<file path="src/rtl/pc_seq_ctrl.sv">
// Fetch/decode/execute sequencer between instruction memory, the ALU and the PC block.
// Define PCSEQ_SINGLE_STEP_EN to add the step input and the STEP_WAIT state.
//
// state        | meaning
// S_IDLE       | first cycle after reset release
// S_FETCH      | imem_req high, waiting for imem_ack (bounded by TMO)
// S_DECODE     | opcode in IR selects the next phase
// S_EXEC       | alu_en strobe, flags captured at end of cycle
// S_UPDATE     | pc_en strobe with jump/branch selects
// S_HALT       | halted, absorbing until reset
// S_FAULT      | fetch timeout, absorbing until reset
// S_STEP_WAIT  | (single-step build) waiting for step before next fetch

module pc_seq_ctrl #(
   parameter int IW  = 16,
   parameter int LW  = 9,
   parameter int TMO = 15
) (
   input  logic          clk,
   input  logic          rst,
   output logic          imem_req,
   input  logic          imem_ack,
`ifdef PCSEQ_SINGLE_STEP_EN
   input  logic          step,
`endif
   input  logic [IW-1:0] instr,
   output logic          alu_en,
   input  logic          alu_n,
   input  logic          alu_z,
   input  logic          alu_v,
   input  logic          alu_c,
   output logic          pc_en,
   output logic          j_sele,
   output logic          pc_sele,
   output logic [LW-1:0] adr_in,
   output logic [LW-1:0] label,
   output logic [2:0]    funct,
   output logic          neg,
   output logic          zer,
   output logic          ovf,
   output logic          car,
   output logic          halted,
   output logic          fault
);

   typedef enum logic [2:0] {
      S_IDLE, S_FETCH, S_DECODE, S_EXEC, S_UPDATE, S_HALT, S_FAULT
`ifdef PCSEQ_SINGLE_STEP_EN
      , S_STEP_WAIT
`endif
   } state_t;

   localparam logic [7:0] TMO_LAST = 8'(TMO - 1);

   state_t        state;
   logic [IW-1:0] ir;
   logic [7:0]    wait_cnt;
   logic [3:0]    op;
   logic          br_taken;

   assign op     = ir[IW-1 -: 4];
   assign adr_in = ir[LW-1:0];
   assign label  = ir[LW-1:0];
   assign funct  = ir[11:9];

   // Branch decision uses the registered flags from the most recent ALU op.
   always_comb begin
      br_taken = 1'b0;
      case (funct)
         3'd1:    br_taken = neg;
         3'd2:    br_taken = zer;
         3'd3:    br_taken = ovf;
         3'd4:    br_taken = car;
         default: br_taken = 1'b0;
      endcase
   end

   always_ff @(posedge clk or negedge rst) begin
      if (!rst) begin
         state    <= S_IDLE;
         ir       <= '0;
         wait_cnt <= '0;
         imem_req <= 1'b0;
         alu_en   <= 1'b0;
         pc_en    <= 1'b0;
         j_sele   <= 1'b0;
         pc_sele  <= 1'b0;
         neg      <= 1'b0;
         zer      <= 1'b0;
         ovf      <= 1'b0;
         car      <= 1'b0;
         halted   <= 1'b0;
         fault    <= 1'b0;
      end else begin
         alu_en  <= 1'b0;
         pc_en   <= 1'b0;
         j_sele  <= 1'b0;
         pc_sele <= 1'b0;
         case (state)
            S_IDLE: begin
               state    <= S_FETCH;
               imem_req <= 1'b1;
               wait_cnt <= '0;
            end
            S_FETCH: begin
               // An ack arriving on the last allowed cycle still wins over the timeout.
               if (imem_ack) begin
                  ir       <= instr;
                  imem_req <= 1'b0;
                  state    <= S_DECODE;
               end else if (wait_cnt == TMO_LAST) begin
                  imem_req <= 1'b0;
                  fault    <= 1'b1;
                  state    <= S_FAULT;
               end else begin
                  wait_cnt <= wait_cnt + 8'd1;
               end
            end
            S_DECODE: begin
               if (op <= 4'hB) begin
                  alu_en <= 1'b1;
                  state  <= S_EXEC;
               end else if (op == 4'hF) begin
                  halted <= 1'b1;
                  state  <= S_HALT;
               end else begin
                  pc_en   <= 1'b1;
                  j_sele  <= (op == 4'hC);
                  pc_sele <= (op == 4'hD) && br_taken;
                  state   <= S_UPDATE;
               end
            end
            S_EXEC: begin
               neg   <= alu_n;
               zer   <= alu_z;
               ovf   <= alu_v;
               car   <= alu_c;
               pc_en <= 1'b1;
               state <= S_UPDATE;
            end
            S_UPDATE: begin
`ifdef PCSEQ_SINGLE_STEP_EN
               state <= S_STEP_WAIT;
`else
               state    <= S_FETCH;
               imem_req <= 1'b1;
               wait_cnt <= '0;
`endif
            end
`ifdef PCSEQ_SINGLE_STEP_EN
            S_STEP_WAIT: begin
               if (step) begin
                  state    <= S_FETCH;
                  imem_req <= 1'b1;
                  wait_cnt <= '0;
               end
            end
`endif
            S_HALT:  state <= S_HALT;
            S_FAULT: state <= S_FAULT;
            default: state <= S_IDLE;
         endcase
      end
   end

endmodule

</file>
<file path="config.mk">
export PLATFORM = sky130hd
export DESIGN_NAME = pc_seq_ctrl
export DESIGN_NICKNAME = d
export VERILOG_FILES = /design/src/rtl/pc_seq_ctrl.sv
export SDC_FILE = /design/constraint.sdc
export NUM_CORES = 1
export LEC_CHECK = 0
export BUFFER_PORTS_ARGS = -buffer_cell sky130_fd_sc_hd__buf_2
export CAP_MARGIN = 5
export CORE_ASPECT_RATIO = 2
export CORE_UTILIZATION = 55
export DETAILED_ROUTE_END_ITERATION = 12
export GPL_ROUTABILITY_DRIVEN = 0
export PLACE_DENSITY = 0.84
export SLEW_MARGIN = 10
export SYNTH_ARGS = -nofsm -noshare
export SYNTH_HDL_FRONTEND = slang
export SYNTH_SLANG_ARGS = --single-unit
</file>
<file path="constraint.sdc">
create_clock -name clk -period 3 [get_ports clk]
set_clock_uncertainty 0.05 [all_clocks]
set_input_delay 0.6 -clock clk [delete_from_list [all_inputs] [get_ports clk]]
set_output_delay 0.6 -clock clk [all_outputs]
set_load 0.02 [all_outputs]
</file>
Word-level counts from Yosys, hierarchy flattened
Index checks and enable logic that the tools add are counted.
{"block": "totals", "out_inout_bits": 32, "regBits": 38, "input_bits": 23, "word_cells": 67}
{"block": "op_classes", "n_reduce_logical": 9, "n_addsub": 1, "mux": 23, "eq_ne": 17, "order_cmp": 1, "n_bitwise": 2}
{"op": "3-bit case mux with 6 select lines", "count": 1}
{"op": "8-bit 2-to-1 mux", "count": 2}
{"op": "8-bit case mux with 2 select lines", "count": 1}
{"op": "1-bit 2-to-1 mux", "count": 13}
{"op": "3-bit by 2-bit == test with 1-bit output, second input constant", "count": 4}
{"op": "3-bit == test, second input constant", "count": 4}
{"op": "4-bit == test, second input constant", "count": 3}
{"op": "3-bit 2-to-1 mux", "count": 3}
{"op": "3-bit AND reduction", "count": 3}
{"op": "8-bit by 1-bit adder with 8-bit output, second input constant", "count": 1}
{"op": "8-bit by 4-bit == test with 1-bit output, second input constant", "count": 1}
{"op": "3-bit by 1-bit == test with 1-bit output, second input constant", "count": 2}
{"op": "4-bit less-or-equal comparator, second input constant", "count": 1}
{"op": "2-bit inequality test, second input constant", "count": 2}
{"op": "1-bit case mux with 2 select lines", "count": 2}
{"op": "1-bit case mux with 4 select lines", "count": 1}
{"op": "2-bit AND reduction", "count": 2}
{"op": "3-bit logical NOT", "count": 1}
{"op": "3-bit inequality test, second input constant", "count": 1}
{"op": "1-bit inverter", "count": 2}
{"op": "2-bit nonzero test", "count": 1}
{"op": "2-bit OR reduction", "count": 1}
{"op": "1-bit logical AND", "count": 1}

Depth between registers and ports, before layout
Gate-level depths: netlist of run 1.
{"block": "logic_depth", "word_depth": 6, "mapped_depth": 7}

Least setup slack after synthesis of run 1
No wires, ideal clock.
{"block": "synth_timing", "path_type": "in2reg", "from": "in imem_ack", "to": "reg wait_cnt[3]", "required_ps": 2825, "setup_slack_ps": 1158, "stages": 5, "setup_ps": 125, "t_arrival_ps": 1667, "cell_sequence": "or4b_4 > buf_6 > a21oi_4 > nand4_1 > mux2i_1"}
{"block": "synth_via", "elab_chain_len": 2}
{"element": "from (decl)", "line_no": "22", "source": "input logic imem_ack,"}
{"element": "2-bit inequality test (no line)"}
{"element": "3-bit AND reduction (no line)"}
{"element": "to (signal assigned)", "line_no": "116", "source": "wait_cnt <= wait_cnt + 8'd1;"}
{"element": "to (decl)", "line_no": "57", "source": "logic [7:0] wait_cnt;"}
No other way between the ends.
A chain may end at the register's enable or synchronous reset.

Worst setup path in the final report of run 1
{"block": "layout_timing", "from": "reg state[1]", "to": "reg ir[0]"}
{"block": "layout_via", "elab_chain_len": 2}
{"element": "from (decl)", "line_no": "55", "source": "state_t state;"}
{"element": "from (signal assigned)", "line_no": "80", "source": "state <= S_IDLE;"}
{"element": "from (signal assigned)", "line_no": "101", "source": "state <= S_FETCH;"}
{"element": "from (signal assigned)", "line_no": "110", "source": "state <= S_DECODE;"}
{"element": "3-bit by 1-bit == test with 1-bit output", "line_no": "99", "source": "case (state)"}
{"element": "2-bit AND reduction (no line)"}
{"element": "to (signal assigned)", "line_no": "108", "source": "ir <= instr;"}
{"element": "to (decl)", "line_no": "56", "source": "logic [IW-1:0] ir;"}
No other way between the ends.

==> impl_metrics.ini, run 1 <==
[outcome]
status = completed

[route]
first_pass_iters = 4
ant_nets = 0
via_per_inst = 5.46
drt_iter0_markers = 54
vias = 1224
wire_per_inst_um = 14.8
drc = 0
routed_wirelength_mm = 3.32

[sta]
rsz0062_at_grt = no
final.min_clock_period_ns = 1.99
max_freq_ghz = 0.502
whs_ns = 0.352
drv_slew = 0
setup_slack_ns = 1.01
max_slew_margin = 0.463
fin_crit_sh = 0.663
setup_tns_ns = 0
setup_viol = 0
hold_viol = 0
tightest_slew_ns = 0.806

[worst_setup_path]
crit_chain = nor2_1, and3_1, mux2_2
crit_buf_inv = 0
path_class = reg -> reg
cp_max_fo = 17
cp-start-kind = register
arrival_ns = 2.11
ff2ff_setup_slack_ns = 1.01
cp.required_ns = 3.12
path_delay_family = simple AND/OR/NAND/NOR gates
slowest_delay_ns = 0.69
cp_slowest_cell = and3_1
cp-end-kind = register

[synth]
synthTopCellsByArea = dfrtp_1, mux2_2, buf_4, mux2i_1, nand2_1
synth-warning-count = 0
synth.distinct_cells = 33
yosysTopAreaCellShare = 0.515
syn_nets = 183
avgSynthCellArea_um2 = 11.7
synth-edff-count = 0
ys_ff_latch = 38
synth.most_common_cell = dfrtp_1
async_reset_ff_frac = 1.00
synth_top_area_cell = dfrtp_1
yosysSeqAreaShare = 0.515
syn_inst = 158
yosys_most_used_dff = dfrtp_1
synth_area_um2 = 1850
yosys-top-cells-count = dfrtp_1, buf_4, mux2_2

[floorplanning]
dieArea_um2 = 3610
num_rows = 29
core-area_um2 = 3190
dieWidth_um = 43.0
die_y_um = 84.0
start_util = 0.579
pin_count = 55

[min_path]
hold_path.class = in -> async

[final_layout]
area_growth_pct = 13.7
largestRegisters = ir: 16 flops, wait_cnt: 8 flops, state: 3 flops
final_area_um2 = 2100
drive_above_1_share = 0.456
nNetsFinal = 217
top_register = ir
instances_no_fill = 224
diodes = 0
largest_reg_flops = 16

[power_and_ir_drop]
vdd_drop_max_uv = 630
powerDensity_nw_per_um2 = 1110
p_leak_nw = 1.03

[clock_network]
insertion_delay_ns = 0.29
ctsHoldBuffers = 0
cts_setup_buffers = 0
h-tree-depth = 2
clockRootBuffer = clkbuf_8
clk_pin_slew_ns = 0.07
clockBufferDepth = 2
cts_tree = built
numClockSinks = 38
cts_resized = 0
numCtsBuffers = 5

[placed_design]
place_area_um2 = 1960
placed_cells = 216
place_ws_ns = 0.965
portBuffers = 54
hpwl_mm = 2.48

[run]
maxCapViolCount = 0

[global_route]
use_met2 = 0.365
use_met3 = 0.0498
grt_pass1_wl_mm = 5.49
antenna_found_initial = 0
first_global_vias = 1224
grt_overflow_total = 0
grt_use_met1 = 0.218
top_usage_layer = met2
grt_max_degree = 39
grt_use_total = 0.203
final cells by class:
cell class | instances | area (µm²)
Clock buffer | 6 | 82.6
Inverter | 1 | 3.75
Clock inverter | 2 | 60.1
Tap cell | 31 | 38.8
Timing Repair Buffer | 54 | 270
Multi-Input combinational cell | 92 | 696
Sequential cell | 38 | 951
Fill cell | 250 | 1090
layer usage:
metal  vias up  wire [µm]  part of all wire
li1        584          -                 -
met1       594       1170              0.35
met2        38       1910              0.58
met3         8        164             0.049
met4         0         75             0.023
met5         -          0                 0
worst paths after layout:
path                                            from                       to  depth (start not counted)
worst min register to register    halted$_DFFE_PN0P_       halted$_DFFE_PN0P_                          1
worst min-delay path                             rst     state[2]$_DFFE_PN0P_                          1
min in group clk                  halted$_DFFE_PN0P_       halted$_DFFE_PN0P_                          1
worst max register to register  state[1]$_DFFE_PN0P_        ir[0]$_DFFE_PN0P_                          3
max in group asynchronous                        rst  wait_cnt[6]$_DFFE_PN0P_                          1
worst max-delay path            state[1]$_DFFE_PN0P_        ir[0]$_DFFE_PN0P_                          3
stage by stage:
stage	utilization	power (mW)
2_1_floorplan	-	1.75
3_3_place_gp	0.614	1.79
3_5_place_dp	0.614	1.83
4_1_cts	0.658	2.36
5_1_grt	0.658	2.48
6_report	0.658	2.34
cells by family after synthesis:
kind of cell               synth area share
and+or+nand+nor                       0.154
DFF                                   0.515
buffers and inverters                 0.109
muxes                                 0.154
AOI/OAI and AO/OA                    0.0406
xor gates and xnor gates             0.0142
adders and majority gates            0.0135
power by group:
group | total, mW | leakage, nW | internal (mW) | switching (mW)
logic | 0.929 | 0.487 | 0.399 | 0.530
clock network | 0.526 | 0.0714 | 0.354 | 0.171
registers | 0.887 | 0.475 | 0.705 | 0.181
cells in the final DEF (no fill, tap or decap):
cell type,synthesis,final
buf_2,2,54
dfrtp_1,38,38
mux2_2,20,20
nand2_1,16,16
nor2_1,8,8
mux2i_1,6,6
clkbuf_8,0,6
a21oi_1,5,5
nand3b_1,4,4
nor3_1,4,4
nand3_1,3,3
xnor2_1,3,3
nor3b_1,2,2
nand4_1,2,2
o21bai_1,2,2
nand2b_1,2,2
o21ai_0,2,2
ha_1,2,2
bufinv_16,0,2
or2b_1,1,1
inv_1,1,1
or3_1,1,1
nor4b_1,1,1
and3_1,1,1
or4b_4,1,1
or2_2,1,1
and4bb_2,1,1
a21oi_4,1,1
nor4_4,1,1
nor2b_1,1,1
a21o_2,1,1
Power figures use the tool's default switching activity.
==> run 2: changes to the inputs <==
--- a/config.mk
+++ b/config.mk
@@ -8,10 +8,10 @@
 export BUFFER_PORTS_ARGS = -buffer_cell sky130_fd_sc_hd__buf_2
 export CAP_MARGIN = 5
 export CORE_ASPECT_RATIO = 2
-export CORE_UTILIZATION = 55
+export CORE_UTILIZATION = 51
 export DETAILED_ROUTE_END_ITERATION = 12
 export GPL_ROUTABILITY_DRIVEN = 0
-export PLACE_DENSITY = 0.84
+export PLACE_DENSITY = 0.79
 export SLEW_MARGIN = 10
 export SYNTH_ARGS = -nofsm -noshare
 export SYNTH_HDL_FRONTEND = slang
==> constraint.sdc (replaced) <==
create_clock -name clk -period 1.86 [get_ports clk]
set_clock_uncertainty 0.05 [all_clocks]
set_input_delay 0.372 -clock clk [delete_from_list [all_inputs] [get_ports clk]]
set_output_delay 0.372 -clock clk [all_outputs]
set_load 0.02 [all_outputs]
==> impl_metrics.ini, run 2 (same netlist as run 1, synthesis figures left out) <==
[final_layout]
largest_reg_flops = 16
final_area_um2 = 2120
mostFrequentLayoutCell = buf_2
diodes = 0
nNetsFinal = 224
drive_above_1_share = 0.470
final_cell_mix = buf_2, dfrtp_1, mux2_2
area_growth_pct = 15.0
largestRegisters = ir: 16 flops, wait_cnt: 8 flops, state: 3 flops
top_register = ir

[route]
ant_nets = 0
drt_iter0_markers = 17
wire_per_inst_um = 13.4
vias = 1286
routed_wirelength_mm = 3.32
drc = 0
via_per_inst = 5.19
first_pass_iters = 4

[clock_network]
numCtsBuffers = 5
cts_setup_buffers = 0
clockRootBuffer = clkbuf_8
numClockSinks = 38
cts_resized = 0
ctsHoldBuffers = 0
cts_tree = built
insertion_delay_ns = 0.28
clockBufferDepth = 2
h-tree-depth = 2
clk_pin_slew_ns = 0.07

[worst_setup_path]
arrival_ns = 1.83
cp-start-kind = register
cp.required_ns = 1.98
cp_max_fo = 8
crit_buf_inv = 0
cp_slowest_cell = or4b_4
path_class = reg -> reg
slowest_delay_ns = 0.60
crit_chain = or4b_4, a21oi_4, nand4_1, mux2i_1
cp-end-kind = register
path_delay_family = simple AND/OR/NAND/NOR gates

[sta]
max_freq_ghz = 0.586
rsz0062_at_grt = no
whs_ns = 0.0674
fin_crit_sh = 0.918
setup_viol = 0
setup_tns_ns = 0
drv_slew = 0
tightest_slew_ns = 0.468
max_slew_margin = 0.688
hold_viol = 0
final.min_clock_period_ns = 1.71

[global_route]
first_global_vias = 1265
grt_use_total = 0.194
grt_max_degree = 39
grt_pass1_wl_mm = 5.42
antenna_found_initial = 0
grt_overflow_total = 0

[floorplanning]
dieWidth_um = 44.6
start_util = 0.541
dieArea_um2 = 3880
core-area_um2 = 3420
pin_count = 55
num_rows = 30
die_y_um = 87.1

[power_and_ir_drop]
vdd_drop_max_uv = 855
p_leak_nw = 1.05
powerDensity_nw_per_um2 = 1690

[placed_design]
hpwl_mm = 2.54
portBuffers = 54
place_area_um2 = 2030

[outcome]
status = completed

[run]
maxCapViolCount = 0

[min_path]
hold_path.class = in -> async
## run 2: cell types whose count changed in the layout (fill, tap and decap cells not counted), sizes merged
| cell | before | now |
|---|---|---|
| buf | 54 | 61 |
| bufinv | 2 | 0 |
| clkbuf | 6 | 7 |
| clkinv | 0 | 1 |
## run 2: final timing paths
| check | startpoint | end | slack (ns) | cells after the start |
|---|---|---|---|---|
| max in group asynchronous | rst | neg$_DFFE_PN0P_ | 1.36 | 2 |
| max | state[1]$_DFFE_PN0P_ | wait_cnt[4]$_DFFE_PN0P_ | 0.15 | 4 |
| min reg2reg | fault$_DFFE_PN0P_ | fault$_DFFE_PN0P_ | 0.43 | 1 |
| min in group clk | instr[4] | ir[4]$_DFFE_PN0P_ | 0.26 | 2 |
| max reg2reg | state[1]$_DFFE_PN0P_ | wait_cnt[4]$_DFFE_PN0P_ | 0.15 | 4 |
| min | rst | ir[0]$_DFFE_PN0P_ | 0.07 | 2 |
## run 2: report_power, final
part	switching [mW]	internal, mW	leakage [nW]	total (mW)
sequential	0.233	1.14	0.475	1.37
combinational	0.941	0.710	0.522	1.65
clock	0.273	0.299	0.0482	0.572
total	1.45	2.15	1.05	3.59
## run 2: metal layers
metal	part of all wire	up-vias	global-route usage
met5	0	-	0
met4	0.034	0	0.118
met3	0.059	10	0.0456
met2	0.56	54	0.356
met1	0.34	623	0.181
li1	-	599	-
## run 2: worst register-to-register path: cells and delay by family, from the launching register on
family	cells	cell delay, ns
DFF	1	0.38
muxes	1	0.14
AOI/OAI and AO/OA	1	0.26
and+or+nand+nor	2	0.76
## run 2: through the flow
stage               cells  utilization  setup WS, ns  total power, mW
global placement      240        0.595         0.139             2.97
global route          248        0.622        0.0720             3.84
detailed placement    240        0.595        0.0770             3.05
floorplan             158            -        0.0856             2.83
finish                248        0.622         0.152             3.59
CTS                   248        0.622         0.142             3.64
## run 2: final cells by class
class | instances | area [µm²]
fillers | 283 | 1290
multi-input cells | 92 | 696
inverters | 1 | 3.75
clock inverters | 1 | 5.00
repair buffers | 61 | 323
well taps | 48 | 60.1
flip-flops and latches | 38 | 951
clock buffers | 7 | 86.3
==> run 3: changes to the inputs <==
--- a/config.mk
+++ b/config.mk
@@ -11,7 +11,8 @@
 export CORE_UTILIZATION = 51
 export DETAILED_ROUTE_END_ITERATION = 12
 export GPL_ROUTABILITY_DRIVEN = 0
-export PLACE_DENSITY = 0.79
+export GPL_TIMING_DRIVEN = 0
+export PLACE_DENSITY = 0.75
 export SLEW_MARGIN = 10
 export SYNTH_ARGS = -nofsm -noshare
 export SYNTH_HDL_FRONTEND = slang
==> impl_metrics.ini, run 3 (same netlist as run 1, synthesis figures left out) <==
[sta]
max_freq_ghz = 0.564
drv_slew = 0
hold_viol = 0
setup_slack_ns = 0.0868
setup_tns_ns = 0
rsz0062_at_grt = no
setup_viol = 0
tightest_slew_ns = 0.816
final.min_clock_period_ns = 1.77
whs_ns = 0.134
fin_crit_sh = 0.953
max_slew_margin = 0.456

[global_route]
antenna_found_initial = 0
top_usage_layer = met2
grt_pass1_wl_mm = 5.58
grt_overflow_total = 0
first_global_vias = 1353
use_met2 = 0.386
grt_use_met1 = 0.169
use_met3 = 0.0456
grt_use_total = 0.194
grt_max_degree = 39

[final_layout]
final_cell_mix = buf_2, dfrtp_1, buf_4
mostFrequentLayoutCell = buf_2
diodes = 0
area_growth_pct = 23.4
largest_reg_flops = 16
largestRegisters = ir: 16 flops, wait_cnt: 8 flops, state: 3 flops
nNetsFinal = 246
drive_above_1_share = 0.516
instances_no_fill = 269
top_register = ir
fillers = 281

[clock_network]
numClockSinks = 38
h-tree-depth = 2
insertion_delay_ns = 0.28
numCtsBuffers = 5
cts_tree = built
clk_pin_slew_ns = 0.07
clockBufferDepth = 2
clockRootBuffer = clkbuf_8

[route]
vias = 1349
first_pass_iters = 4
wire_per_inst_um = 12.8
drc = 0
ant_nets = 0
via_per_inst = 5.01
drt_iter0_markers = 30
routed_wirelength_mm = 3.44

[worst_setup_path]
cp_max_fo = 10
arrival_ns = 1.89
path_class = reg -> reg
cp-end-kind = register
cp.required_ns = 1.98
cp-start-kind = register
worst_r2r_path_depth = 5

[min_path]
hold_path.class = in -> async

[power_and_ir_drop]
p_sw_frac = 0.384
vdd_drop_max_uv = 776
seqPwrFrac = 0.363
powerDensity_nw_per_um2 = 1690
intPower_mw = 2.37
clockPowerShare = 0.132
power.switching_mw = 1.48
power_frac_comb = 0.504
p_leak_nw = 1.14

[placed_design]
portBuffers = 54
placed_cells = 260
place_ws_ns = -0.0719
hpwl_mm = 2.64

[floorplanning]
dieArea_um2 = 3880
die_y_um = 87.1
pin_count = 55
start_util = 0.541
num_rows = 30
core-area_um2 = 3420
dieWidth_um = 44.6

[run]
maxCapViolCount = 0

[outcome]
status = completed
## run 3: cell count changes in the layout (fill, tap and decap cells not counted), sizes merged
cell and change:
buf +20, clkbuf +2, clkinv -1
## run 3: metal layers
layer,wire (µm),up-vias
met3,137,12
met1,1170,657
met4,91,0
li1,-,643
met5,0,-
met2,2030,37
## run 3: metrics by stage
step / cell area, µm² / util / total power [mW]
6_report: 2280 / 0.668 / 3.85
5_1_grt: 2280 / 0.668 / 4.10
4_1_cts: 2280 / 0.667 / 3.90
3_5_place_dp: 2180 / 0.638 / 3.36
3_3_place_gp: 2180 / 0.638 / 3.27
2_1_floorplan: 1850 / - / 2.83
## run 3: final timing paths
| path | from | to | slack (ns) |
|---|---|---|---|
| setup / recovery | state[1]$_DFFE_PN0P_ | wait_cnt[7]$_DFFE_PN0P_ | 0.09 |
| hold / removal | rst | halted$_DFFE_PN0P_ | 0.13 |
| setup reg to reg | state[1]$_DFFE_PN0P_ | wait_cnt[7]$_DFFE_PN0P_ | 0.09 |
| hold reg to reg | halted$_DFFE_PN0P_ | halted$_DFFE_PN0P_ | 0.43 |
| max in group asynchronous | rst | ir[0]$_DFFE_PN0P_ | 1.12 |
| min in group clk | instr[3] | ir[3]$_DFFE_PN0P_ | 0.27 |
## run 3: layout make-up
type	count	area [µm²]	area share
Sequential cell	38	951	0.417
Inverter	1	3.75	0.00165
Timing Repair Buffer	58	300	0.132
Tap cell	48	60.1	0.0263
Multi-Input combinational cell	92	706	0.309
Buffer	25	184	0.0806
Clock buffer	7	76.3	0.0335
## run 3: critical path: stages, from the launching register on
cell and delay (ns):
dfrtp_1 0.37, buf_6 0.14, or4b_4 0.60, nor4_4 0.30, xnor2_1 0.14, nor2_1 0.06
## run 3: power by group through the flow
stage	registers [mW]	logic [mW]	clock network (mW)
final	1.40	1.94	0.509
after global routing	1.44	2.10	0.559
after CTS	1.40	1.97	0.530
after detailed placement	1.41	1.94	0
after global placement	1.39	1.89	0
after floorplan	1.45	1.38	0
## run 3: what timing repair did
item | 4_1_cts | 5_1_grt
gates resized for setup | 1 | 2
endpoints found under the setup margin | 12 | 23
pin swaps | 0 | 1
gates cloned | 0 | 0
hold buffers | 0 | 0
buffers inserted | 3 | 1
